--- src/rtl/spi_feed_pkg.sv ---
// Shared types and helpers for the SPI sample feeder.
package spi_feed_pkg;

  typedef enum logic [1:0] {
    IDLE       = 2'd0,
    LAUNCH     = 2'd1,
    WAIT_START = 2'd2,
    WAIT_DONE  = 2'd3
  } feed_state_t;

  localparam int CNT_W = 16;

  // Bits needed to index 'depth' entries (at least 1).
  function automatic int ptr_w(input int depth);
    return (depth < 2) ? 1 : $clog2(depth);
  endfunction

endpackage

--- src/rtl/sync_fifo.sv ---
// Registered synchronous FIFO; head word read straight from storage, no fall-through.
module sync_fifo
  import spi_feed_pkg::*;
#(
  parameter int DATA_WIDTH = 12,
  parameter int FIFO_DEPTH = 8
) (
  input  logic                  clk_in,
  input  logic                  rst_in,
  input  logic                  push_in,
  input  logic [DATA_WIDTH-1:0] din_in,
  input  logic                  pop_in,
  output logic [DATA_WIDTH-1:0] dout_out,
  output logic                  full_out,
  output logic                  empty_out
);
  localparam int AW = ptr_w(FIFO_DEPTH);
  localparam logic [AW:0] PTR_ONE = 1;

  logic [DATA_WIDTH-1:0] mem_q [FIFO_DEPTH];
  logic [AW:0]           wr_q, wr_d, rd_q, rd_d;
  logic                  push_ok, pop_ok;

  // Extra wrap bit distinguishes full from empty when the index bits match.
  assign empty_out = (wr_q == rd_q);
  assign full_out  = (wr_q[AW] != rd_q[AW]) && (wr_q[AW-1:0] == rd_q[AW-1:0]);
  assign dout_out  = mem_q[rd_q[AW-1:0]];

  assign push_ok = push_in && !full_out;
  assign pop_ok  = pop_in && !empty_out;
  assign wr_d    = push_ok ? wr_q + PTR_ONE : wr_q;
  assign rd_d    = pop_ok  ? rd_q + PTR_ONE : rd_q;

  // Pointer registers; reset empties the buffer.
  always_ff @(posedge clk_in) begin
    if (rst_in) begin
      wr_q <= '0;
      rd_q <= '0;
    end else begin
      wr_q <= wr_d;
      rd_q <= rd_d;
    end
  end

  // Storage write; contents need no reset since the pointers gate visibility.
  always_ff @(posedge clk_in) begin
    if (push_ok) mem_q[wr_q[AW-1:0]] <= din_in;
  end

endmodule

--- src/rtl/spi_sample_feeder.sv ---
// Paces buffered samples to the SPI DAC transmitter: one launch per sample tick.
module spi_sample_feeder
  import spi_feed_pkg::*;
#(
  parameter int DATA_WIDTH    = 12,
  parameter int FIFO_DEPTH    = 8,
  parameter int SAMPLE_PERIOD = 2268,
  parameter int START_TIMEOUT = 4
) (
  input  logic                  clk_in,
  input  logic                  rst_in,
  input  logic [DATA_WIDTH-1:0] sample_in,
  input  logic                  sample_valid_in,
  output logic                  sample_ready_out,
  input  logic                  tx_cs_in,
  output logic [DATA_WIDTH-1:0] tx_data_out,
  output logic                  tx_trigger_out,
  output logic [CNT_W-1:0]      underrun_count_out,
  output logic [CNT_W-1:0]      overrun_count_out,
  output logic                  start_err_out
);
  localparam int TW = ptr_w(SAMPLE_PERIOD);
  localparam int OW = ptr_w(START_TIMEOUT + 1);
  localparam logic [TW-1:0] TICK_LAST = TW'(SAMPLE_PERIOD - 1);
  localparam logic [OW-1:0] TO_LAST   = OW'(START_TIMEOUT);

  feed_state_t           state_q, state_d;
  logic [TW-1:0]         tick_cnt_q, tick_cnt_d;
  logic [OW-1:0]         to_q, to_d;
  logic [DATA_WIDTH-1:0] data_q, data_d;
  logic [CNT_W-1:0]      und_q, und_d, ovr_q, ovr_d;
  logic                  trig_q, err_q, err_d;
  logic                  tick, pop, und_inc, ovr_inc;
  logic                  fifo_full, fifo_empty;
  logic [DATA_WIDTH-1:0] fifo_dout;

  sync_fifo #(
    .DATA_WIDTH (DATA_WIDTH),
    .FIFO_DEPTH (FIFO_DEPTH)
  ) u_fifo (
    .clk_in    (clk_in),
    .rst_in    (rst_in),
    .push_in   (sample_valid_in),
    .din_in    (sample_in),
    .pop_in    (pop),
    .dout_out  (fifo_dout),
    .full_out  (fifo_full),
    .empty_out (fifo_empty)
  );

  assign tick       = (tick_cnt_q == TICK_LAST);
  assign tick_cnt_d = tick ? '0 : tick_cnt_q + TW'(1);

  // Launch FSM next-state: pop or repeat on tick, then track the transmitter's CS.
  always_comb begin
    state_d = state_q;
    data_d  = data_q;
    to_d    = to_q;
    err_d   = err_q;
    pop     = 1'b0;
    und_inc = 1'b0;
    ovr_inc = tick && (state_q != IDLE);
    case (state_q)
      IDLE: begin
        to_d = '0;
        if (tick) begin
          state_d = LAUNCH;
          if (!fifo_empty) begin
            pop    = 1'b1;
            data_d = fifo_dout;
          end else begin
            und_inc = 1'b1;
          end
        end
      end
      LAUNCH: begin
        to_d    = '0;
        state_d = WAIT_START;
      end
      WAIT_START: begin
        if (!tx_cs_in) begin
          state_d = WAIT_DONE;
        end else if (to_q == TO_LAST) begin
          err_d   = 1'b1;
          state_d = IDLE;
        end else begin
          to_d = to_q + OW'(1);
        end
      end
      WAIT_DONE: if (tx_cs_in) state_d = IDLE;
      default:   state_d = IDLE;
    endcase
  end

  // Saturating event counters.
  assign und_d = (und_inc && und_q != '1) ? und_q + CNT_W'(1) : und_q;
  assign ovr_d = (ovr_inc && ovr_q != '1) ? ovr_q + CNT_W'(1) : ovr_q;

  // State, data and counter registers; trigger follows LAUNCH by one cycle so data leads it.
  always_ff @(posedge clk_in) begin
    if (rst_in) begin
      state_q    <= IDLE;
      tick_cnt_q <= '0;
      to_q       <= '0;
      data_q     <= '0;
      und_q      <= '0;
      ovr_q      <= '0;
      trig_q     <= 1'b0;
      err_q      <= 1'b0;
    end else begin
      state_q    <= state_d;
      tick_cnt_q <= tick_cnt_d;
      to_q       <= to_d;
      data_q     <= data_d;
      und_q      <= und_d;
      ovr_q      <= ovr_d;
      trig_q     <= (state_q == LAUNCH);
      err_q      <= err_d;
    end
  end

  assign sample_ready_out   = !fifo_full;
  assign tx_data_out        = data_q;
  assign tx_trigger_out     = trig_q;
  assign underrun_count_out = und_q;
  assign overrun_count_out  = ovr_q;
  assign start_err_out      = err_q;

endmodule

--- config.mk ---
export PLATFORM = sky130hd
export DESIGN_NAME = spi_sample_feeder
export DESIGN_NICKNAME = d
export VERILOG_FILES = /design/src/rtl/spi_feed_pkg.sv /design/src/rtl/sync_fifo.sv /design/src/rtl/spi_sample_feeder.sv
export SDC_FILE = /design/constraint.sdc
export NUM_CORES = 1
export LEC_CHECK = 0
export CORE_ASPECT_RATIO = 2
export CORE_MARGIN = 4
export CORE_UTILIZATION = 48
export CTS_BUF_LIST = sky130_fd_sc_hd__clkbuf_8
export DETAILED_ROUTE_END_ITERATION = 10
export MAX_ROUTING_LAYER = met4
export PLACE_DENSITY = 0.77
export SLEW_MARGIN = 30
export SYNTH_ARGS = -nofsm -noshare
export SYNTH_HDL_FRONTEND = slang
export SYNTH_SLANG_ARGS = --single-unit
--- constraint.sdc ---
create_clock -name clk_in -period 4.5 [get_ports clk_in]
set_input_delay 0.9 -clock clk_in [delete_from_list [all_inputs] [get_ports clk_in]]
set_output_delay 0.9 -clock clk_in [all_outputs]
set_load 0.03 [all_outputs]
==> metrics.md <==
| Metric | Value |
|---|---|
| Status | finished clean |
| Drt total wl | ~14 mm |
| N_diodes | 0 |
| Clock tree root driver cell | clkbuf_8 |
| Post-synth top cells | edfxtp_1, dfxtp_1, nor2_1 |
| FF-to-FF setup slack | roughly 1500 ps |
| Number of global-route vias before repair | 4595 |
| Synth top area cells | edfxtp_1, dfxtp_1, mux4_2 |
| Post-synthesis adder-cell area fraction | between 1 and 1.5% |
| CP Data Arrival Time | 2360 ps |
| Power per cell area | between 300 and 400 mW/mm^2 |
| Top sig layer | met4 |
| R2R depth | 6 |
| Tightest Pin Transition | between 700 and 800 ps |
| Min Tclk post-route | roughly 3300 ps |
| Worst Path Buf+Inv | 2 |
| End of the critical path | sample_ready_out |
| Initial Utilization | 49.14% |
| Max Fclk | slightly above 0.3 GHz |
| Remaining Overflow, GRT | 0 |
| Largest net degree at the start of global routing | 39 |
| Postcts setup bufs | 0 |
| Cells after synthesis | roughly 530 |
| Total negative setup slack | 0 ps |
| Row cnt | 61 |
| GP Congestion | 0.8447 |
| Worst setup EP type | output port |
| Die area | 0.01647 mm^2 |
| Met2 WL | 8.070 mm |
| Num ports | 63 |
| Post-synth EDFFs | 96 |
| Leakage | approximately 2.6 nW |
| Flop and latch count out of synthesis | 167 |
| Layout cell share with drive strength beyond 1 | 14.12% |
| Slew HR | a little under half |
| Routed len/inst | approximately 18 um |
| Final cell count without fillers | approximately 790 |
| Hold Path Class | reg2reg |
| Skew final | 13.32 ps |
| Asr flop ratio synth | 0% |
| Placed Instances | 760 |
| GRT Total Usage | around 19% |
| Synth cell types | 49 |
| Most frequent cell after synthesis | edfxtp_1 |
| Synth Area in Compound Gates | between 5 and 6% |
| Finished layout cell area | 0.008158 mm^2 |
| CTS sink count | 167 |
| Max cap viols | 0 |
| RSZ-0062 raised after global routing | false |
| Area Overhead vs Synth | 18.22% |
| Synth area leader | edfxtp_1 |
| CORE AREA | about 0.014 mm^2 |
| Mapped Area | just under 0.007 mm^2 |
| Cts hold-fix bufs | 0 |
| Crit Path Category | reg2out |
| Critical Path, Cell by Cell | buf_4, xnor2_1, nand4_1, clkdlybuf4s50_1 |
| Clock Pin Slew Worst Setup and Hold Paths | ~90 ps |
| DRC errors left | 0 |
| Mapped Nets | about 550 |
| Vias per std cell | 5.571 |
| Yosys warns | 0 |
| Met3 wire length | between 400 and 500 um |
| Area after DPL | 0.007741 mm^2 |
| FF-to-FF Start | tick_cnt_q[0] |
| Initial DRC Count | 177 |
| Worst path depth | 4 |
| CTS resizes | 0 |
| Yosys top cell area share | 41.78% |
| ANT nets after route | 0 |
| Sequential fraction of the synthesis area | just over 60% |
| CP startpoint kind | flop |
| Die X | around 93 um |
| Dominant delay contributor by cell family on the critical path | buffers and inverters |
| Pins Over Slew Limit | 0 |
| First-pass GRT wire length | approximately 23 mm |
| DRT Pass-1 Iters | 4 |
| Port-buffer cells | 62 |
| Worst-case clock buffer depth | 2 |
| Vias | 4407 |
| Final Hold Fails | 0 |
| Slowest CP cell | clkdlybuf4s50_1 |
| Main combinational cell family by area after synthesis | simple AND/OR/NAND/NOR gates |
| Wire length on met1 | ~5.2 mm |
| Post-synthesis mux area share | around a tenth |
| CP max FO | 29 |
| Clock Latency Late Sink | about 450 ps |
| Syn avg cell area | roughly 13 um^2 |
| Simple-Gate Fraction of Synth Area | 13.36% |
| Peak supply drop | around 0.00026 V |
| Chip height | roughly 180 um |
| Final worst path period share | between 70% and 80% |
| CTS H-Tree Depth | 4 |
| Req. time, crit path | between 3000 and 4000 ps |
| Total CTS buffers | 17 |
| Crit Reg-Reg Endpoint | underrun_count_out[11] |
| TritonCTS clock tree | built |
| Initial antenna violation count | 0 |
| Main flop type after synthesis | edfxtp_1 |
| Setup Viol. Count Final | 0 |
| Slowest stage delay, CP | slightly below 700 ps |
| Fin nets | 613 |
| Synth Area in XOR/XNOR | between 4 and 5% |
| Start point of the critical path | u_fifo.rd_q[0] |
| HPWL after detailed placement | 10.09 mm |
## where the power goes
| part | leakage, nW | switching, mW | internal (mW) |
|---|---|---|---|
| sequential | 1.45 | 0.00898 | 1.63 |
| combinational | 0.904 | 0.0541 | 0.0341 |
| clock | 0.214 | 0.559 | 0.562 |
## worst register-to-register path, delay by kind of cell (launching register included)
kind            cells  cell delay, ps
simple gates        4            2110
flops               1             390
fa+ha+maj           1             290
compound gates      1             150
## placed cells by master (no fill, tap or decap), types with 3 or more instances in the layout
cell / count
o31ai_1: 5
nor2_2: 5
nor2_1: 58
xnor2_1: 23
a211oi_1: 14
or3_1: 7
nand3_1: 23
nand2_1: 19
clkbuf_8: 17
clkdlybuf4s50_1: 61
dfxtp_1: 70
bufinv_16: 3
or4_1: 6
buf_4: 9
inv_6: 6
xor2_1: 14
ha_1: 7
nand4_1: 14
edfxtp_1: 96
a31o_2: 3
mux4_2: 24
nor4_1: 8
nor3_1: 10
and4_1: 3
inv_1: 12
nor2b_1: 3
nand2b_1: 7
o21ai_0: 5
a21oi_1: 21
mux2i_1: 15
## per-stage QoR
step | utilization [%] | worst slack (ps) | power (mW) | hold WS, ps
floorplan | - | 1699 | 1.721 | 430.2
global placement | 54.99 | 1527 | 1.760 | 442.7
detailed placement | 55.12 | 1539 | 1.766 | 454.3
CTS | 58.09 | 1166 | 2.872 | 476.5
global route | 58.09 | 1072 | 2.952 | 500.1
finish | 58.09 | 1235 | 2.851 | 474.1
## layer usage
metal | global-route usage, % | vias up
li1 | - | 2105
met1 | 17.95 | 2172
met2 | 34.79 | 99
met3 | 4.031 | 31
met4 | 7.890 | 0
met5 | - | -
## registers in the layout (all words and copies together) (netlist names)
| name | flops |
|---|---|
| u_fifo.rd_q | 4 |
| start_err_out | 1 |
| overrun_count_out | 16 |
| tx_trigger_out | 1 |
| to_q | 3 |
| tx_data_out | 12 |
| u_fifo.mem_q | 96 |
| state_q | 2 |
| u_fifo.wr_q | 4 |
| underrun_count_out | 16 |
| tick_cnt_q | 12 |
## worst min-delay path by stage
stage,from,end,slack (ps),cells after the start
2_1_floorplan,tick_cnt_q[0],tick_cnt_q[0],430,1
3_3_place_gp,tick_cnt_q[0],tick_cnt_q[0],440,1
3_5_place_dp,tick_cnt_q[0],tick_cnt_q[0],450,1
4_1_cts,tick_cnt_q[0],tick_cnt_q[0],480,1
5_1_grt,tick_cnt_q[0],tick_cnt_q[0],500,1
6_report,tick_cnt_q[0],tick_cnt_q[0],470,1
## kinds of logic after synthesis
kind of cell | Yosys count
AO/OA/AOI/OAI | 57
XOR/XNOR | 37
adder cells (fa/ha/maj) | 7
buffers and inverters | 37
flip-flops | 167
multiplexers | 42
AND/OR/NAND/NOR | 178
## final cells by class
cell class | instances | area, um^2
Fill cell | 1154 | 5886
Sequential cell | 167 | 4305
Multi-Input combinational cell | 321 | 2471
Timing Repair Buffer | 71 | 683.2
Tap cell | 189 | 236.5
Clock buffer | 17 | 234.0
Clock inverter | 14 | 182.7
Inverter | 12 | 45.04
Note: power is estimated with default switching activity, not from simulation.
